===== config.mk =====
export PLATFORM = sky130hd
export DESIGN_NAME = wdata_chan_arbiter
export DESIGN_NICKNAME = d
export VERILOG_FILES = /design/src/rtl/wdata_chan_arbiter_pkg.sv /design/src/rtl/wdata_rr_pick.sv /design/src/rtl/wdata_chan_arbiter.sv
export SDC_FILE = /design/constraint.sdc
export NUM_CORES = 1
export LEC_CHECK = 0
export CORE_AREA = 4 4 177 179
export CTS_BUF_LIST = sky130_fd_sc_hd__clkbuf_8
export DETAILED_ROUTE_END_ITERATION = 12
export DIE_AREA = 0 0 181 183
export PLACE_DENSITY = 0.59
export SLEW_MARGIN = 20
export SYNTH_ARGS = -nofsm -noshare
export SYNTH_HDL_FRONTEND = slang
export SYNTH_SLANG_ARGS = --single-unit

===== constraint.sdc =====
create_clock -name clk -period 3.5 [get_ports clk]
set_input_delay 0.7 -clock clk [delete_from_list [all_inputs] [get_ports clk]]
set_output_delay 0.7 -clock clk [all_outputs]
set_load 0.02 [all_outputs]

===== src/rtl/wdata_chan_arbiter_pkg.sv =====
// Shared definitions for the two-requester write-data channel arbiter:
// FSM state encoding, line geometry and the captured payload record.
package wdata_chan_arbiter_pkg;

    localparam int LINE_W = 128;
    localparam int MASK_W = 16;
    localparam int ID_W   = 4;

    typedef enum logic [1:0] {
        ST_IDLE  = 2'b00,
        ST_ISSUE = 2'b01,
        ST_WAIT  = 2'b10
    } state_e;

    typedef struct packed {
        logic [ID_W-1:0]   id;
        logic [LINE_W-1:0] wdata;
        logic [MASK_W-1:0] mask;
    } payload_t;

endpackage


===== src/rtl/wdata_rr_pick.sv =====
// Combinational 2-way picker: round-robin on rr_ptr_i when both request
// (RR_EN=1), otherwise requester 0 has fixed priority.
module wdata_rr_pick #(
    parameter bit RR_EN = 1'b1
) (
    input  logic req0_i,
    input  logic req1_i,
    input  logic rr_ptr_i,
    output logic gnt_valid_o,
    output logic gnt_sel_o
);

    always_comb begin
        gnt_valid_o = req0_i | req1_i;
        if (req0_i && req1_i) begin
            gnt_sel_o = RR_EN ? rr_ptr_i : 1'b0;
        end else begin
            // A lone requester wins; with no request the value is unused.
            gnt_sel_o = ~req0_i;
        end
    end

endmodule


===== src/rtl/wdata_chan_arbiter.sv =====
// Arbitrates two write-data requesters onto one write-data channel manager:
// capture, one-cycle start pulse, frozen payload until finish, sticky watchdog.
module wdata_chan_arbiter
    import wdata_chan_arbiter_pkg::*;
#(
    parameter bit RR_EN = 1'b1,
    parameter int TMO_W = 8
) (
    input  logic              clk,
    input  logic              rst_n,
    input  logic              req0,
    input  logic [ID_W-1:0]   id0,
    input  logic [LINE_W-1:0] wdata0,
    input  logic [MASK_W-1:0] mask0,
    output logic              done0,
    input  logic              req1,
    input  logic [ID_W-1:0]   id1,
    input  logic [LINE_W-1:0] wdata1,
    input  logic [MASK_W-1:0] mask1,
    output logic              done1,
    output logic              next_rq,
    output logic [ID_W-1:0]   next_id,
    output logic [LINE_W-1:0] next_wdata,
    output logic [MASK_W-1:0] next_mask,
    input  logic              finish_wd,
    input  logic [ID_W-1:0]   finish_id,
    output logic              busy,
    output logic              tmo_err
);

    state_e            state_q, state_d;
    logic              owner_q, owner_d;
    logic              rr_ptr_q, rr_ptr_d;
    payload_t          hold_q, hold_d;
    logic [TMO_W-1:0]  wdog_q, wdog_d;
    logic              tmo_q, tmo_d;
    logic              next_rq_q, next_rq_d;
    logic              gnt_valid;
    logic              gnt_sel;

    wdata_rr_pick #(
        .RR_EN (RR_EN)
    ) u_pick (
        .req0_i      (req0),
        .req1_i      (req1),
        .rr_ptr_i    (rr_ptr_q),
        .gnt_valid_o (gnt_valid),
        .gnt_sel_o   (gnt_sel)
    );

    // State register.
    // NOTE: the holding registers drive module outputs directly, so they are
    // reset like control state rather than left as unreset datapath storage.
    always_ff @(posedge clk or negedge rst_n) begin
        if (!rst_n) begin
            state_q   <= ST_IDLE;
            owner_q   <= 1'b0;
            rr_ptr_q  <= 1'b0;
            hold_q    <= '0;
            wdog_q    <= '0;
            tmo_q     <= 1'b0;
            next_rq_q <= 1'b0;
        end else begin
            state_q   <= state_d;
            owner_q   <= owner_d;
            rr_ptr_q  <= rr_ptr_d;
            hold_q    <= hold_d;
            wdog_q    <= wdog_d;
            tmo_q     <= tmo_d;
            next_rq_q <= next_rq_d;
        end
    end

    // Next-state logic.
    // NOTE: every _d signal takes its hold value first so no path through the
    // case statement can leave one unassigned and infer a latch.
    always_comb begin
        state_d  = state_q;
        owner_d  = owner_q;
        rr_ptr_d = rr_ptr_q;
        hold_d   = hold_q;
        wdog_d   = wdog_q;
        tmo_d    = tmo_q;
        unique case (state_q)
            ST_IDLE: begin
                if (gnt_valid) begin
                    state_d = ST_ISSUE;
                    owner_d = gnt_sel;
                    if (gnt_sel) begin
                        hold_d.id    = id1;
                        hold_d.wdata = wdata1;
                        hold_d.mask  = mask1;
                    end else begin
                        hold_d.id    = id0;
                        hold_d.wdata = wdata0;
                        hold_d.mask  = mask0;
                    end
                end
            end
            ST_ISSUE: begin
                state_d = ST_WAIT;
                wdog_d  = '0;
            end
            ST_WAIT: begin
                if (finish_wd) begin
                    state_d  = ST_IDLE;
                    rr_ptr_d = ~owner_q;
                    // A finish for a burst we did not issue is a protocol error.
                    if (finish_id != hold_q.id) begin
                        tmo_d = 1'b1;
                    end
                end else begin
                    if (!(&wdog_q)) begin
                        wdog_d = wdog_q + 1'b1;
                    end
                    if (&wdog_d) begin
                        tmo_d = 1'b1;
                    end
                end
            end
            default: begin
                state_d = ST_IDLE;
            end
        endcase
        next_rq_d = (state_d == ST_ISSUE);
    end

    // Output logic: done is combinational so it lands in the finish cycle.
    always_comb begin
        done0      = (state_q == ST_WAIT) && finish_wd && !owner_q;
        done1      = (state_q == ST_WAIT) && finish_wd &&  owner_q;
        busy       = (state_q != ST_IDLE);
        next_rq    = next_rq_q;
        next_id    = hold_q.id;
        next_wdata = hold_q.wdata;
        next_mask  = hold_q.mask;
        tmo_err    = tmo_q;
    end

endmodule


==> impl_metrics.env, run 1 <==
export IMPL_status="complete, no violations"
export IMPL_layout_common_cells="456 x clkdlybuf4s50_1, 162 x dfrtp_1, 154 x a21oi_1, 154 x nor2_1, 148 x mux2i_1"
export IMPL_die_w_um=181
export IMPL_drc_errors=0
export IMPL_ys_flop_type="dfrtp_1"
export IMPL_max_freq_mhz=343.9
export IMPL_synth_xor_xnor_area_share_pct=0.5721
export IMPL_ios=458
export IMPL_cts_max_path_buffers=2
export IMPL_required_ns=2.80
export IMPL_period_needed_ns=2.908
export IMPL_start_kind="primary input"
export IMPL_final_area_mm2=0.01297
export IMPL_rows=63
export IMPL_initial_core_util_pct=25.90
export IMPL_routed_wl_mm=27.08
export IMPL_vdd_drop_max_mv=0.3640
export IMPL_criticalPathCategory="primary input to output pin"
export IMPL_nFillCells=2873
export IMPL_placed_area_mm2=0.01257
export IMPL_area_delta_synth_final_pct=69.47
export IMPL_netlist_area_mm2=0.007655
export IMPL_syn_mean_instance_area_um2=10.41
export IMPL_yosys_warnings=0
export IMPL_dp_hpwl_mm=20.92
export IMPL_post_cts_resized=0
export IMPL_die_area_mm2=0.03312
export IMPL_cp_top_family="buffers and inverters"
export IMPL_core_mm2=0.02956
export IMPL_crit_start="finish_wd"
export IMPL_synth_top_family_by_area="multiplexers"
export IMPL_fin_util_pct=43.89
export IMPL_slew_violations=0
export IMPL_vias_per_cell=4.395
export IMPL_synth_simple_area_share_pct=10.02
export IMPL_grt_setup_unrepaired="no"
export IMPL_die_h_um=183
export IMPL_first_global_vias=7021
export IMPL_cts_max_level=4
export IMPL_cpPeakStageDelay_ns=0.60
export IMPL_power_density_mw_per_mm2=785.7
export IMPL_setup_tns_final_ns=0
export IMPL_crit_buf_inv=2
export IMPL_hold_viol=0
export IMPL_synth_fa_ha_area_share_pct=0.1635
export IMPL_routedWlPerCell_um=17.18
export IMPL_vias=6926
export IMPL_cts_made_buffers=17
export IMPL_holdBufCountCts=0
export IMPL_endpoint_kind="output pin"
export IMPL_timing_rr_start="state_q[0]$_DFF_PN0_"
export IMPL_cp_max_fo=4
export IMPL_finClkSkew_ns=0.01263
export IMPL_synth_edf_count=0
export IMPL_grt_overflow=0
export IMPL_leakage_nw=5.248
export IMPL_synth_cells=735
export IMPL_cp_arrival_ns=2.21
export IMPL_drt_pass1_iterations=5
export IMPL_track_usage_pct=15.83
export IMPL_synth_mux_area_share_pct=19.35
export IMPL_num_antenna_cells=0
export IMPL_syn_nets=1041
export IMPL_clockRootBuffer="clkbuf_8"
export IMPL_antenna_found_initial=0
export IMPL_tightest_slew_ns=0.6756
export IMPL_grt_max_degree=131
export IMPL_r2r_end="next_wdata[56]$_DFFE_PN0P_"
export IMPL_final_common_cell="clkdlybuf4s50_1"
export IMPL_cts_sinks=162
export IMPL_slowest_stage="clkdlybuf4s50_1"
export IMPL_finalPower_mw=10.19
export IMPL_synth_seq_area_share_pct=52.96
export IMPL_clk_pin_slew_worst_paths_ns=0.09
export IMPL_ant_nets=0
export IMPL_crit_chain="clkdlybuf4s50_1 -> and3_1 -> and2_1 -> clkdlybuf4s50_1"
export IMPL_drtIter0Drc=279
export IMPL_final_layout_size_suffix_gt1_share_pct=4.890
export IMPL_drv_cap=0
export IMPL_post_route_period_util_pct=83.08
export IMPL_synthArstFlopShare_pct=100.0
export IMPL_synth_cell_type_count=42
export IMPL_place_congestion=0.8054
export IMPL_synth_compound_area_share_pct=12.14
export IMPL_post_cts_setup_buffer_count=0
export IMPL_port_buffers=457
export IMPL_synth_seq_cells=162
export IMPL_hold_path_class="primary input to asynchronous set/reset pin"
export IMPL_max_slew_margin_rel_pct=54.76
export IMPL_r2r_cells=5
export IMPL_grt_pass1_wl_mm=40.94
export IMPL_cts_tree="built"
export IMPL_worst_path_most_repeated_cell="clkdlybuf4s50_1"
export IMPL_clk_latency_ns=0.46
export IMPL_finalSetupViolations=0
export IMPL_r2r_slack_ns=1.56
export IMPL_nNetsFinal=1479
-- cell usage after synthesis, types with 2 or more instances --
cell type,n,area share (%)
a21boi_0,2,0.20
a21oi_1,154,10
a31oi_1,3,0.25
and3_1,2,0.16
buf_2,26,1.7
buf_4,20,2.0
buf_6,2,0.29
clkbuf_4,3,0.29
dfrtp_1,162,53
inv_1,5,0.25
mux2i_1,148,19
nand2_1,9,0.44
nand3_1,5,0.33
nand4_1,4,0.33
nor2_1,154,7.6
nor3_1,2,0.13
o21ai_0,5,0.33
xnor2_1,5,0.57
-- worst max path at each step --
stage	end	slack, ns	cells past startpoint
4_1_cts	done1	0.60	4
2_1_floorplan	done0	1.57	2
3_5_place_dp	done1	0.60	4
3_3_place_gp	done1	0.60	4
6_report	done1	0.59	4
5_1_grt	done1	0.55	4
-- cells by family (layout without fill, tap and decap cells) --
group,count (synthesis),in the layout
buffers and inverters,59,510
flip-flops,162,162
AO/OA/AOI/OAI,175,175
adder cells (fa/ha/maj),1,1
AND/OR/NAND/NOR,185,185
XOR/XNOR,5,5
multiplexers,148,148
-- power by group --
| part | leakage [nW] | switching, mW | internal [mW] | total, mW |
|---|---|---|---|---|
| clock network | 0.201 | 0.778 | 0.664 | 1.44 |
| logic | 3.24 | 2.94 | 2.56 | 5.50 |
| registers | 1.81 | 0.492 | 2.76 | 3.25 |
-- layer usage --
metal	GRT usage [%]	part of all wire (%)	vias to the layer above
met2	27.02	50	295
met1	18.90	40	3176
met4	4.293	1.7	0
met3	5.970	8.7	22
met5	0	0	-
li1	-	-	3433
-- layout make-up --
| class | count | area (um^2) | area share, % |
|---|---|---|---|
| Inverter | 6 | 22.52 | 0.1736 |
| Tap cell | 390 | 488.0 | 3.762 |
| Clock inverter | 14 | 151.4 | 1.167 |
| Timing Repair Buffer | 472 | 4763 | 36.72 |
| Multi-Input combinational cell | 514 | 3246 | 25.02 |
| Sequential cell | 162 | 4054 | 31.25 |
| Clock buffer | 18 | 247.7 | 1.910 |
-- state kept, by name, summed over array words and instances (netlist names) --
register,cells
next_wdata,128
next_mask,16
wdog_q,8
next_id,4
state_q,2
next_rq,1
owner_q,1
rr_ptr_q,1
tmo_err,1
-- stage by stage --
stage	std cells	setup WS [ns]	hold WS (ns)
floorplan	735	1.570	0.4044
global placement	1544	0.6041	0.5048
detailed placement	1544	0.6009	0.5165
CTS	1576	0.6014	0.1968
global route	1576	0.5491	0.2170
finish	1576	0.5922	0.2009
No activity file was read; power rests on OpenSTA's default activity.
==> run 2: changes to the inputs <==
- PLACE_DENSITY: 0.59 -> 0.61
- clock period: 3.5 -> 2.4 ns (I/O delays scaled with it)
==> run 2 against run 1 <==
Combinational power grew 51%. Sequential share of layout area decreased by 0.61 points. Routed wire length is 0.10% higher. Largest power group unchanged. Non-clock buffer count is 28 higher. Final cell count grew 1.8%. Utilization increased by 0.87 points. Global-route usage down 0.15 points.
==> impl_metrics.env, run 2 (synthesized netlist as in run 1, its figures left out) <==
export IMPL_cts_sinks=162
export IMPL_drt_pass1_iterations=6
export IMPL_routed_wl_mm=27.11
export IMPL_clkPwrFrac_pct=12.4
export IMPL_nNetsFinal=1507
export IMPL_ios=458
export IMPL_vias=7086
export IMPL_start_kind="flop"
export IMPL_finalSetupViolations=0
export IMPL_cts_tree="built"
export IMPL_ant_nets=0
export IMPL_clockRootBuffer="clkbuf_8"
export IMPL_comb_power_share_pct=55.8
export IMPL_leakage_nw=5.400
export IMPL_met2WireLength_mm=13.62
export IMPL_vias_per_cell=4.418
export IMPL_die_w_um=181
export IMPL_place_congestion=0.8339
export IMPL_track_usage_pct=15.68
export IMPL_grt_max_degree=63
export IMPL_fin_ws_ns=0.1741
export IMPL_clk_pin_slew_worst_paths_ns=0.09
export IMPL_final_layout_size_suffix_gt1_share_pct=6.755
export IMPL_antenna_found_initial=0
export IMPL_layout_common_cells="454 x clkdlybuf4s50_1, 162 x dfrtp_1, 154 x a21oi_1, 154 x nor2_1, 148 x mux2i_1"
export IMPL_cp_arrival_ns=1.75
export IMPL_period_needed_ns=2.226
export IMPL_initial_core_util_pct=25.90
export IMPL_max_freq_mhz=449.3
export IMPL_drt_met1_wl_mm=10.75
export IMPL_cp_max_fo=5
export IMPL_swShare_pct=41.51
export IMPL_area_delta_synth_final_pct=72.83
export IMPL_drc_errors=0
export IMPL_dr_wl_met3_mm=2.283
export IMPL_core_mm2=0.02956
export IMPL_grt_setup_unrepaired="no"
export IMPL_rows=63
export IMPL_tightest_slew_ns=0.6188
export IMPL_top_layer_used="met4"
export IMPL_hold_depth=2
export IMPL_cts_made_buffers=17
export IMPL_criticalPathCategory="flop to output pin"
export IMPL_status="complete, no violations"
export IMPL_setup_tns_final_ns=0
export IMPL_cts_max_level=4
export IMPL_port_buffers=457
export IMPL_drv_cap=0
export IMPL_cts_max_path_buffers=2
export IMPL_die_area_mm2=0.03312
export IMPL_hold_viol=0
export IMPL_max_slew_margin_rel_pct=58.75
export IMPL_vdd_drop_max_mv=0.4624
export IMPL_grt_pass1_wl_mm=40.89
export IMPL_slew_violations=0
export IMPL_first_global_vias=7056
export IMPL_endpoint_kind="output pin"
export IMPL_routedWlPerCell_um=16.90
export IMPL_required_ns=1.92
export IMPL_post_route_period_util_pct=92.75
export IMPL_hold_path_class="flop to flop"
export IMPL_finClkSkew_ns=0.01744
export IMPL_num_antenna_cells=0
export IMPL_r2r_cells=5
export IMPL_finalPower_mw=14.91
export IMPL_final_common_cell="clkdlybuf4s50_1"
export IMPL_seqPwrFrac_pct=31.9
export IMPL_dp_hpwl_mm=21.47
export IMPL_grt_overflow=0
export IMPL_die_h_um=183
export IMPL_clk_latency_ns=0.46
export IMPL_drtIter0Drc=256
export IMPL_power_density_mw_per_mm2=1127
export IMPL_switchingPower_mw=6.188
export IMPL_place_ws_ns=0.01522
export IMPL_p_int_mw=8.719
export IMPL_largest_reg_flops=128
run 2: layer usage:
layer	vias to the layer above	global-route usage, %
li1	3503	-
met5	-	0
met3	23	5.296
met4	0	4.263
met1	3266	18.43
met2	294	27.55
run 2: worst paths after layout:
check / start / to / slack [ns]
min reg2reg: tmo_err$_DFFE_PN0P_ / tmo_err$_DFFE_PN0P_ / 0.50
max in group asynchronous: rst_n / next_wdata[12]$_DFFE_PN0P_ / 1.14
max: state_q[0]$_DFF_PN0_ / busy / 0.17
min: tmo_err$_DFFE_PN0P_ / tmo_err$_DFFE_PN0P_ / 0.50
min in group asynchronous: rst_n / next_wdata[106]$_DFFE_PN0P_ / 0.59
max reg2reg: wdog_q[0]$_DFFE_PN0P_ / tmo_err$_DFFE_PN0P_ / 0.55
run 2: repair_timing:
action	4_1_cts	5_1_grt
buffers inserted	0	0
gates resized for setup	2	0
hold endpoints to repair	4	0
hold buffers	1	0
endpoints found under the setup margin	2	0
run 2: layout make-up:
cell class	instances	area (um^2)
sequential	162	4054
inverter	6	22.52
fill	2890	16330
multi-input combinational	514	3246
timing repair buffer	500	5074
tap	390	488.0
clock inverter	15	112.6
clock buffer	17	234.0
run 2: worst max-delay path, stage by stage (launching register included):
cell and delay [ns]:
dfrtp_1 0.44, or2_1 0.29, clkdlybuf4s50_1 0.57
run 2: power by group through the flow:
| stage | registers, mW | logic, mW | clock network, mW |
|---|---|---|---|
| after floorplan | 6.25 | 2.76 | 0 |
| after global placement | 4.76 | 8.36 | 0 |
| after detailed placement | 4.81 | 8.43 | 0 |
| after CTS | 4.77 | 8.45 | 1.94 |
| after global routing | 4.94 | 8.95 | 2.06 |
| final | 4.75 | 8.31 | 1.84 |
run 2: through the flow:
step           hold slack, ns  util [%]  cell area (um^2)  instances
2_1_floorplan          0.1844         -              7655        735
3_3_place_gp           0.4949     43.56             12880       1571
3_5_place_dp           0.4749     43.56             12880       1571
4_1_cts                0.5028     44.76             13230       1604
5_1_grt                0.5431     44.76             13230       1604
6_report               0.4964     44.76             13230       1604
